## config.mk

```make
export PLATFORM = sky130hd
export DESIGN_NAME = mem_port_mux
export DESIGN_NICKNAME = d
export VERILOG_FILES = /design/src/rtl/mem_port_pkg.sv /design/src/rtl/mem_id_fifo.sv /design/src/rtl/mem_port_mux.sv
export SDC_FILE = /design/constraint.sdc
export NUM_CORES = 1
export LEC_CHECK = 0
export ABC_CLOCK_PERIOD_IN_PS = 5300
export CAP_MARGIN = 10
export CORE_AREA = 2 2 160 162
export DETAILED_ROUTE_END_ITERATION = 10
export DIE_AREA = 0 0 162 164
export DONT_BUFFER_PORTS = 1
export GPL_TIMING_DRIVEN = 0
export HOLD_SLACK_MARGIN = 0.05
export PLACE_DENSITY_LB_ADDON = 0.25
export SLEW_MARGIN = 40
export SYNTH_ARGS = -nofsm -noshare
export SYNTH_HDL_FRONTEND = slang
export SYNTH_HIERARCHICAL = 1
export SYNTH_SLANG_ARGS = --single-unit
```

## constraint.sdc

```tcl
create_clock -name sys_clk -period 5.3 [get_ports sys_clk]
set_clock_uncertainty 0.1 [all_clocks]
set_input_delay 0.795 -clock sys_clk [delete_from_list [all_inputs] [get_ports sys_clk]]
set_output_delay 0.795 -clock sys_clk [all_outputs]
set_load 0.05 [all_outputs]
```

## src/rtl/mem_port_pkg.sv

```systemverilog
// Shared types for the multi-port memory stage: master IDs, command payload, ID helper.
package mem_port_pkg;

    localparam int unsigned NUM_MASTERS = 4;
    localparam int unsigned ID_W        = 2;
    localparam int unsigned CMD_AW_MAX  = 64;
    localparam int unsigned CMD_DW_MAX  = 64;

    typedef logic [ID_W-1:0] master_id_t;

    // Widest supported command; narrower instances zero-extend into it.
    typedef struct packed {
        logic                  we;
        logic [CMD_AW_MAX-1:0] addr;
        logic [CMD_DW_MAX-1:0] wdata;
    } cmd_t;

    function automatic logic [NUM_MASTERS-1:0] id_onehot(input master_id_t id);
        logic [NUM_MASTERS-1:0] oh;
        oh     = '0;
        oh[id] = 1'b1;
        return oh;
    endfunction

endpackage

```

## src/rtl/mem_id_fifo.sv

```systemverilog
// Synchronous FIFO for small tags; push while full is allowed when a pop frees the slot that edge.
module mem_id_fifo #(
    parameter int unsigned DEPTH = 4,
    parameter int unsigned WIDTH = 2
) (
    input  logic                     clk,
    input  logic                     rst_n,
    input  logic                     push,
    input  logic [WIDTH-1:0]         din,
    input  logic                     pop,
    output logic [WIDTH-1:0]         dout,
    output logic                     full,
    output logic                     empty,
    output logic [$clog2(DEPTH):0]   count
);

    localparam int unsigned PTR_W = $clog2(DEPTH);
    localparam int unsigned CNT_W = PTR_W + 1;

    logic [WIDTH-1:0] mem_q [DEPTH];
    logic [PTR_W-1:0] wr_ptr;
    logic [PTR_W-1:0] rd_ptr;
    logic [CNT_W-1:0] cnt;
    logic             do_push;
    logic             do_pop;

    assign empty   = (cnt == '0);
    assign full    = (cnt == CNT_W'(DEPTH));
    assign do_pop  = pop & ~empty;
    assign do_push = push & (~full | do_pop);
    assign dout    = mem_q[rd_ptr];
    assign count   = cnt;

    // Pointers wrap naturally because DEPTH is a power of two.
    always_ff @(posedge clk) begin
        if (!rst_n) begin
            wr_ptr <= '0;
            rd_ptr <= '0;
            cnt    <= '0;
        end else begin
            if (do_push) wr_ptr <= wr_ptr + PTR_W'(1);
            if (do_pop)  rd_ptr <= rd_ptr + PTR_W'(1);
            case ({do_push, do_pop})
                2'b10:   cnt <= cnt + CNT_W'(1);
                2'b01:   cnt <= cnt - CNT_W'(1);
                default: cnt <= cnt;
            endcase
        end
    end

    always_ff @(posedge clk) begin
        if (do_push) mem_q[wr_ptr] <= din;
    end

endmodule

```

## src/rtl/mem_port_mux.sv

```systemverilog
// Forwards the granted master's command to the shared memory port and steers
// in-order read responses back to the issuing master via an ID FIFO.
module mem_port_mux
    import mem_port_pkg::*;
#(
    parameter int unsigned AW        = 32,
    parameter int unsigned DW        = 32,
    parameter int unsigned MAX_OUTST = 4
) (
    input  logic                      sys_clk,
    input  logic                      sys_rst_n,
    input  logic [NUM_MASTERS-1:0]    m_cmd_valid,
    output logic [NUM_MASTERS-1:0]    m_cmd_ready,
    input  logic [NUM_MASTERS-1:0]    m_cmd_we,
    input  logic [NUM_MASTERS*AW-1:0] m_cmd_addr,
    input  logic [NUM_MASTERS*DW-1:0] m_cmd_wdata,
    output logic [NUM_MASTERS-1:0]    m_rsp_valid,
    output logic [DW-1:0]             m_rsp_rdata,
    output logic [NUM_MASTERS-1:0]    arb_request,
    input  logic [ID_W-1:0]           arb_grant,
    output logic                      mem_valid,
    input  logic                      mem_ready,
    output logic                      mem_we,
    output logic [AW-1:0]             mem_addr,
    output logic [DW-1:0]             mem_wdata,
    input  logic                      mem_rvalid,
    input  logic [DW-1:0]             mem_rdata,
    output logic                      err_orphan
);

    localparam int unsigned CNT_W = $clog2(MAX_OUTST) + 1;

    logic [NUM_MASTERS-1:0][AW-1:0] addr_arr;
    logic [NUM_MASTERS-1:0][DW-1:0] wdata_arr;
    master_id_t                     g;
    master_id_t                     head_id;
    cmd_t                           sel_cmd;
    logic                           stall;
    logic                           accept;
    logic                           rd_push;
    logic                           rsp_pop;
    logic                           fifo_full;
    logic                           fifo_empty;
    logic [CNT_W-1:0]               outst_cnt;

    assign addr_arr    = m_cmd_addr;
    assign wdata_arr   = m_cmd_wdata;
    assign g           = arb_grant;
    assign arb_request = m_cmd_valid;

    // Command mux for the granted master.
    always_comb begin
        sel_cmd       = '0;
        sel_cmd.we    = m_cmd_we[g];
        sel_cmd.addr  = CMD_AW_MAX'(addr_arr[g]);
        sel_cmd.wdata = CMD_DW_MAX'(wdata_arr[g]);
    end

    assign mem_we    = sel_cmd.we;
    assign mem_addr  = AW'(sel_cmd.addr);
    assign mem_wdata = DW'(sel_cmd.wdata);

    // Only reads are throttled; a concurrent pop does not relax the limit.
    assign stall     = fifo_full & ~sel_cmd.we;
    assign mem_valid = sys_rst_n & m_cmd_valid[g] & ~stall;
    assign accept    = mem_valid & mem_ready;
    assign rd_push   = accept & ~sel_cmd.we;
    assign rsp_pop   = sys_rst_n & mem_rvalid & ~fifo_empty;

    always_comb begin
        m_cmd_ready    = '0;
        m_cmd_ready[g] = sys_rst_n & mem_ready & ~stall;
    end

    assign m_rsp_valid = rsp_pop ? id_onehot(head_id) : '0;
    assign m_rsp_rdata = mem_rdata;

    mem_id_fifo #(
        .DEPTH (MAX_OUTST),
        .WIDTH (ID_W)
    ) u_id_fifo (
        .clk   (sys_clk),
        .rst_n (sys_rst_n),
        .push  (rd_push),
        .din   (g),
        .pop   (rsp_pop),
        .dout  (head_id),
        .full  (fifo_full),
        .empty (fifo_empty),
        .count (outst_cnt)
    );

    // Sticky: a response arrived with nothing outstanding.
    always_ff @(posedge sys_clk) begin
        if (!sys_rst_n) begin
            err_orphan <= 1'b0;
        end else if (mem_rvalid && (outst_cnt == '0)) begin
            err_orphan <= 1'b1;
        end
    end

endmodule

```

**After elaboration in Yosys (flattened, before gate mapping)**

Memories as Yosys holds them, arrays and structs flattened. A register that Yosys moved wholly into a read port is not among the register bits.
Index checks and enable logic that the tools add are counted.

- Add/subtract/negate cells: 4
- Multipliers: 0
- Divide/modulo/power cells: 0
- Order comparisons: 4
- Eq/ne operators: 3
- Shifts and indexed selects: 0
- Mux-type cells: 18
- Bitwise gates (word level): 17
- Reduce and logical (&&, ||, !) cells: 5

Operators with widths:

| cell | number |
|---|---|
| $bmux 32 s2 | 2 |
| $mux 32 | 2 |
| $and 1x1->1 | 11 |
| $lt 2x3->1 const B | 2 |
| $mux 1 | 6 |
| $pmux 3 s2 | 1 |
| $add 2x1->2 const B | 2 |
| $and 4x4->4 | 1 |
| $bmux 1 s2 | 2 |
| $demux 1 s2 | 2 |
| $ge 2x1->1 const B | 2 |
| $mux 2 | 2 |
| $mux 4 | 1 |
| $not 1->1 | 4 |
| $add 3x1->3 const B | 1 |
| $eq 3x3->1 const B | 1 |
| $logic_and 1x1->1 | 3 |
| $logic_not 3->1 | 1 |
| $sub 3x1->3 const B | 1 |
| $eq 2x1->1 const B | 1 |
| $eq 2x2->1 const B | 1 |
| $reduce_bool 2->1 | 1 |
| $or 1x1->1 | 1 |

- Register bits: 8
- Latch bits: 0
- Memory bits (writable): 8
- ROM bits: 0
- Logic and storage cells: 56
- Memories: 1

Memories:

| memory | words | width | rd ports | clocked after Yosys merged registers in | write ports | line | text |
|---|---|---|---|---|---|---|---|
| u_id_fifo.mem_q | 4 | 2 | 1 | 1 | 1 | mem_id_fifo.sv:20 | `logic [WIDTH-1:0] mem_q [DEPTH];` |

**Depth between registers and ports, before layout**

- Word-level depth: 11
- Gate-level depth with buffers: 12
- Depth with buffers taken out: 12

**Modules after synthesis**

Netlist, hierarchy kept.

Modules (own cells, without submodules):

| module | instances | cells an instance | area an instance (um^2) | seq. area each (um^2) |
|---|---|---|---|---|
| mem_port_mux | 1 | 140 | 2026.9 | 20.0 |
| mem_id_fifo | 1 | 64 | 780.7 | 420.4 |

**Worst setup path after synthesis**

Ideal clock, no wire load.

- Path kind: input-to-output
- From: in arb_grant[1]
- To: out m_cmd_ready[0]
- Arrival time: 3.559 ns
- Data required time: 4.405 ns
- Slack: 0.846 ns
- Cell stages on the path: 3
- Buffers on the path: 2
- Path through: buf_2 > buf_2 > a2111oi_0

- Longest elaborated chain between the ends: 7
- Elaborated cells on any way between the ends: 12
- Classes of those cells: order compare (2); mux (4); bitwise (5); reduce/logical (1)

Ends and longest elaborated chain:

| element | line | text |
|---|---|---|
| start, declared | mem_port_mux.sv:20 | `input logic [ID_W-1:0] arb_grant,` |
| branches (longest 6 deep; another with $lt 2x3->1) | n/a |  |
| $and 4x4->4 (no source line) (*) | n/a |  |
| end, declared | mem_port_mux.sv:13 | `output logic [NUM_MASTERS-1:0] m_cmd_ready,` |

Every way passes the cells marked *. The select of a mux whose other input is x is not followed.

**Worst setup path in the final report**

- From: in arb_grant[1]
- To: out m_cmd_ready[3]

Same word-level chain as after synthesis.

==> impl_results.md <==
* Status: complete, no violations
* Detailed Route WL at 13900 µm
* MaxCap Viol Count at 0
* Final Instance Area at 3370 µm²
* Unrepaired setup endpoints after global routing: false
* First-pass GRT wire length at 16900 µm
* Met1 Resource Use GR at 0.102
* Tightest Hold Check Type: flip-flop to flip-flop
* Final Setup Violations at 0
* Max H-tree Level at 1
* Initial antenna violation count at 2
* Worst EP required at 4.41 ns
* Least-Margin Pin Slew at 0.867 ns
* Total gr overflow at 0
* WP buf/inv at 3
* Final ANT Viol Nets at 0
* Grt peak-use layer: met2
* Clk sinks at 18
* Power density over the cells at 219 nW/µm²
* Initial core utilization at 0.113
* Clk Latency, worst-skew pair at 0.25 ns
* Core area at 24800 µm²
* R2r startpoint: u_id_fifo/count[1]
* Ports at 413
* Core Rows at 58
* Cell family with the largest share of critical-path delay: buffers and inverters
* Port Buf Inserts at 0
* GR Util All Layers at 0.0901
* Largest net degree at the start of global routing at 11
* CTS resizes at 0
* P&R area growth vs syn at 20.0%
* Initial DRC Count at 81
* CTS tree: done
* Number of flops mapped to enable cells by yosys at 8
* Die Footprint at 26600 µm²
* Clock Path Buffers at 2
* Die height at 164 µm
* DIE WIDTH at 162 µm
* Crit path max-delay cell type: nor3b_2
* Netlist Area Pre-Place at 2810 µm²
* Yosys warning count at 6
* Synth unique cells at 36
* Final min period at 3.44 ns
* HP Start: u_id_fifo/rd_ptr[1]
* Layout cells sized above 1 at 0.635
* Cell Chain, Critical Path: buf_2 > buf_2 > buf_2 > nor3b_2
* Most used DFF post-synth: dfxtp_1
* Post-CTS setup buffers at 0
* Met3 GRT Util at 0.0306
* CP max stage delay at 0.74 ns
* Global Route met2 Usage at 0.166
* #FFs+latches synth at 18
* Final #Nets at 520
* Dpl cell area at 3280 µm²
* Cell accounting for the most synthesized area: mux4_2
* Cells after DPL at 537
* Mapped Avg Cell Area at 13.8 µm²
* Static Leak at 0.00105 µW
* Final Cycle Share at 0.648
* Clock Tree Root: clkbuf_16
* Hold-fix buffers, CTS at 0
* Gate Count Post-Synth at 204
* Final cell count without fillers at 545
* Vias at 2129
* CTS Buf Count at 3
* Maximum VDD drop at 112 µV
* Post-Syn Nets at 512
* Final hold vios at 0
* DRC Markers at 0
* Relative slew margins at 0.419
* Fin util at 0.136
* Post-synth top area share at 0.545
* CP Max Fanout at 10
* Reg clk slew, reported paths at 0.05 ns
* Crit start category: input pin
* Worst EP arrival at 2.54 ns
* Worst Setup Path Type: input pin to primary output
* Setup_tns at 0 ns
* Hpwl dp at 12700 µm
* Critical path's most frequent cell: buf_2
* Async set-reset flop share out of synthesis at 0
* Vias per cell at 3.91
* Seq/Total Area, Yosys at 0.157
* Maximum operating frequency at 291 MHz
* Ranking of synthesized cells by area: mux4_2 (55%), buf_4 (9.6%), edfxtp_1 (8.6%), dfxtp_1 (7.1%), ha_1 (2.2%)
* Crit path capture type: primary output
* Final Wtd Congestion at 0.842
* Final Max Slew Viols at 0
* Critical Path Source: arb_grant[1]
* Drt pass-1 iters at 4
* WL per Instance at 25.5 µm
* Number of global-route vias before repair at 2267
metrics by stage:
step / setup slack, ns / power (µW) / hold slack [ns]
after detailed placement: 1.61 / 595 / 0.386
after global routing: 1.72 / 760 / 0.433
after floorplan: 0.846 / 552 / 0.356
after global placement: 0.412 / 593 / 0.370
after CTS: 1.77 / 748 / 0.393
final: 1.86 / 738 / 0.399
kinds of logic after synthesis:
| logic type | count (synthesis) | synth area share |
|---|---|---|
| multiplexers | 70 | 0.553 |
| buffers and inverters | 63 | 0.149 |
| AND/OR/NAND/NOR | 34 | 0.0780 |
| flip-flops | 18 | 0.157 |
| AO/OA/AOI/OAI | 11 | 0.0276 |
| adder cells (fa/ha/maj) | 6 | 0.0294 |
| XOR/XNOR | 2 | 0.00624 |
power by group:
| group | switching (µW) | total, µW | internal [µW] |
|---|---|---|---|
| registers | 4.14 | 151 | 147 |
| clock network | 50.1 | 150 | 100 |
| logic | 321 | 437 | 116 |
synth_stat cells, types with 2 or more instances:
master,n
or3_1,2
buf_2,7
ha_1,5
clkbuf_1,4
and2_1,6
mux4_2,68
dfxtp_1,10
nor2b_1,3
nor4b_1,2
nor3b_1,3
inv_1,10
nand2_1,8
edfxtp_1,8
o21ai_0,5
nor3_1,2
mux2i_1,2
buf_6,5
buf_4,36
cell usage in the layout (no fill, tap or decap), types with 2 or more instances in the layout:
cell	Yosys	layout
buf_2	7	7
edfxtp_1	8	8
diode_2	0	4
o21ai_0	5	5
clkbuf_1	4	4
nor3_2	1	3
ha_1	5	5
and2_1	6	6
buf_4	36	39
nor4b_2	1	2
mux4_2	68	68
inv_1	10	10
dfxtp_1	10	10
clkbuf_16	0	3
nor3b_2	1	4
nand2_1	8	8
mux2i_1	2	2
nor2b_1	3	3
buf_6	5	5
or3_1	2	2
layout make-up:
| class | count | area (µm²) |
|---|---|---|
| sequential | 18 | 440 |
| multi-input combinational | 123 | 1990 |
| antenna | 4 | 10.0 |
| timing repair buffer | 3 | 22.5 |
| clock inverter | 1 | 3.75 |
| inverter | 10 | 37.5 |
| tap | 330 | 413 |
| fill | 2813 | 21400 |
| buffer | 53 | 382 |
| clock buffer | 3 | 75.1 |
metal layers:
| metal | wire length [µm] | share of wire |
|---|---|---|
| met1 | 4690 | 0.34 |
| met4 | 74 | 0.0053 |
| met5 | 0 | 0 |
| met2 | 7270 | 0.52 |
| met3 | 1830 | 0.13 |
worst paths after layout:
path                         endpoint  slack, ns  cells past startpoint
setup / recovery       m_cmd_ready[3]       1.86                      4
hold / removal    u_id_fifo/rd_ptr[1]       0.40                      2
setup reg to reg   u_id_fifo/count[2]       2.42                     12
hold reg to reg   u_id_fifo/rd_ptr[1]       0.40                      2
worst register-to-register path, stage by stage, from the launching register on:
cell	delay, ns
dfxtp_1	0.36
nor3_2	0.30
nand3b_1	0.31
inv_1	0.15
inv_1	0.13
a21boi_2	0.12
inv_1	0.10
ha_1	0.18
inv_1	0.06
fa_1	0.37
xor2_1	0.16
or3_1	0.31
a21boi_0	0.16
No activity file was read; power rests on OpenSTA's default activity.
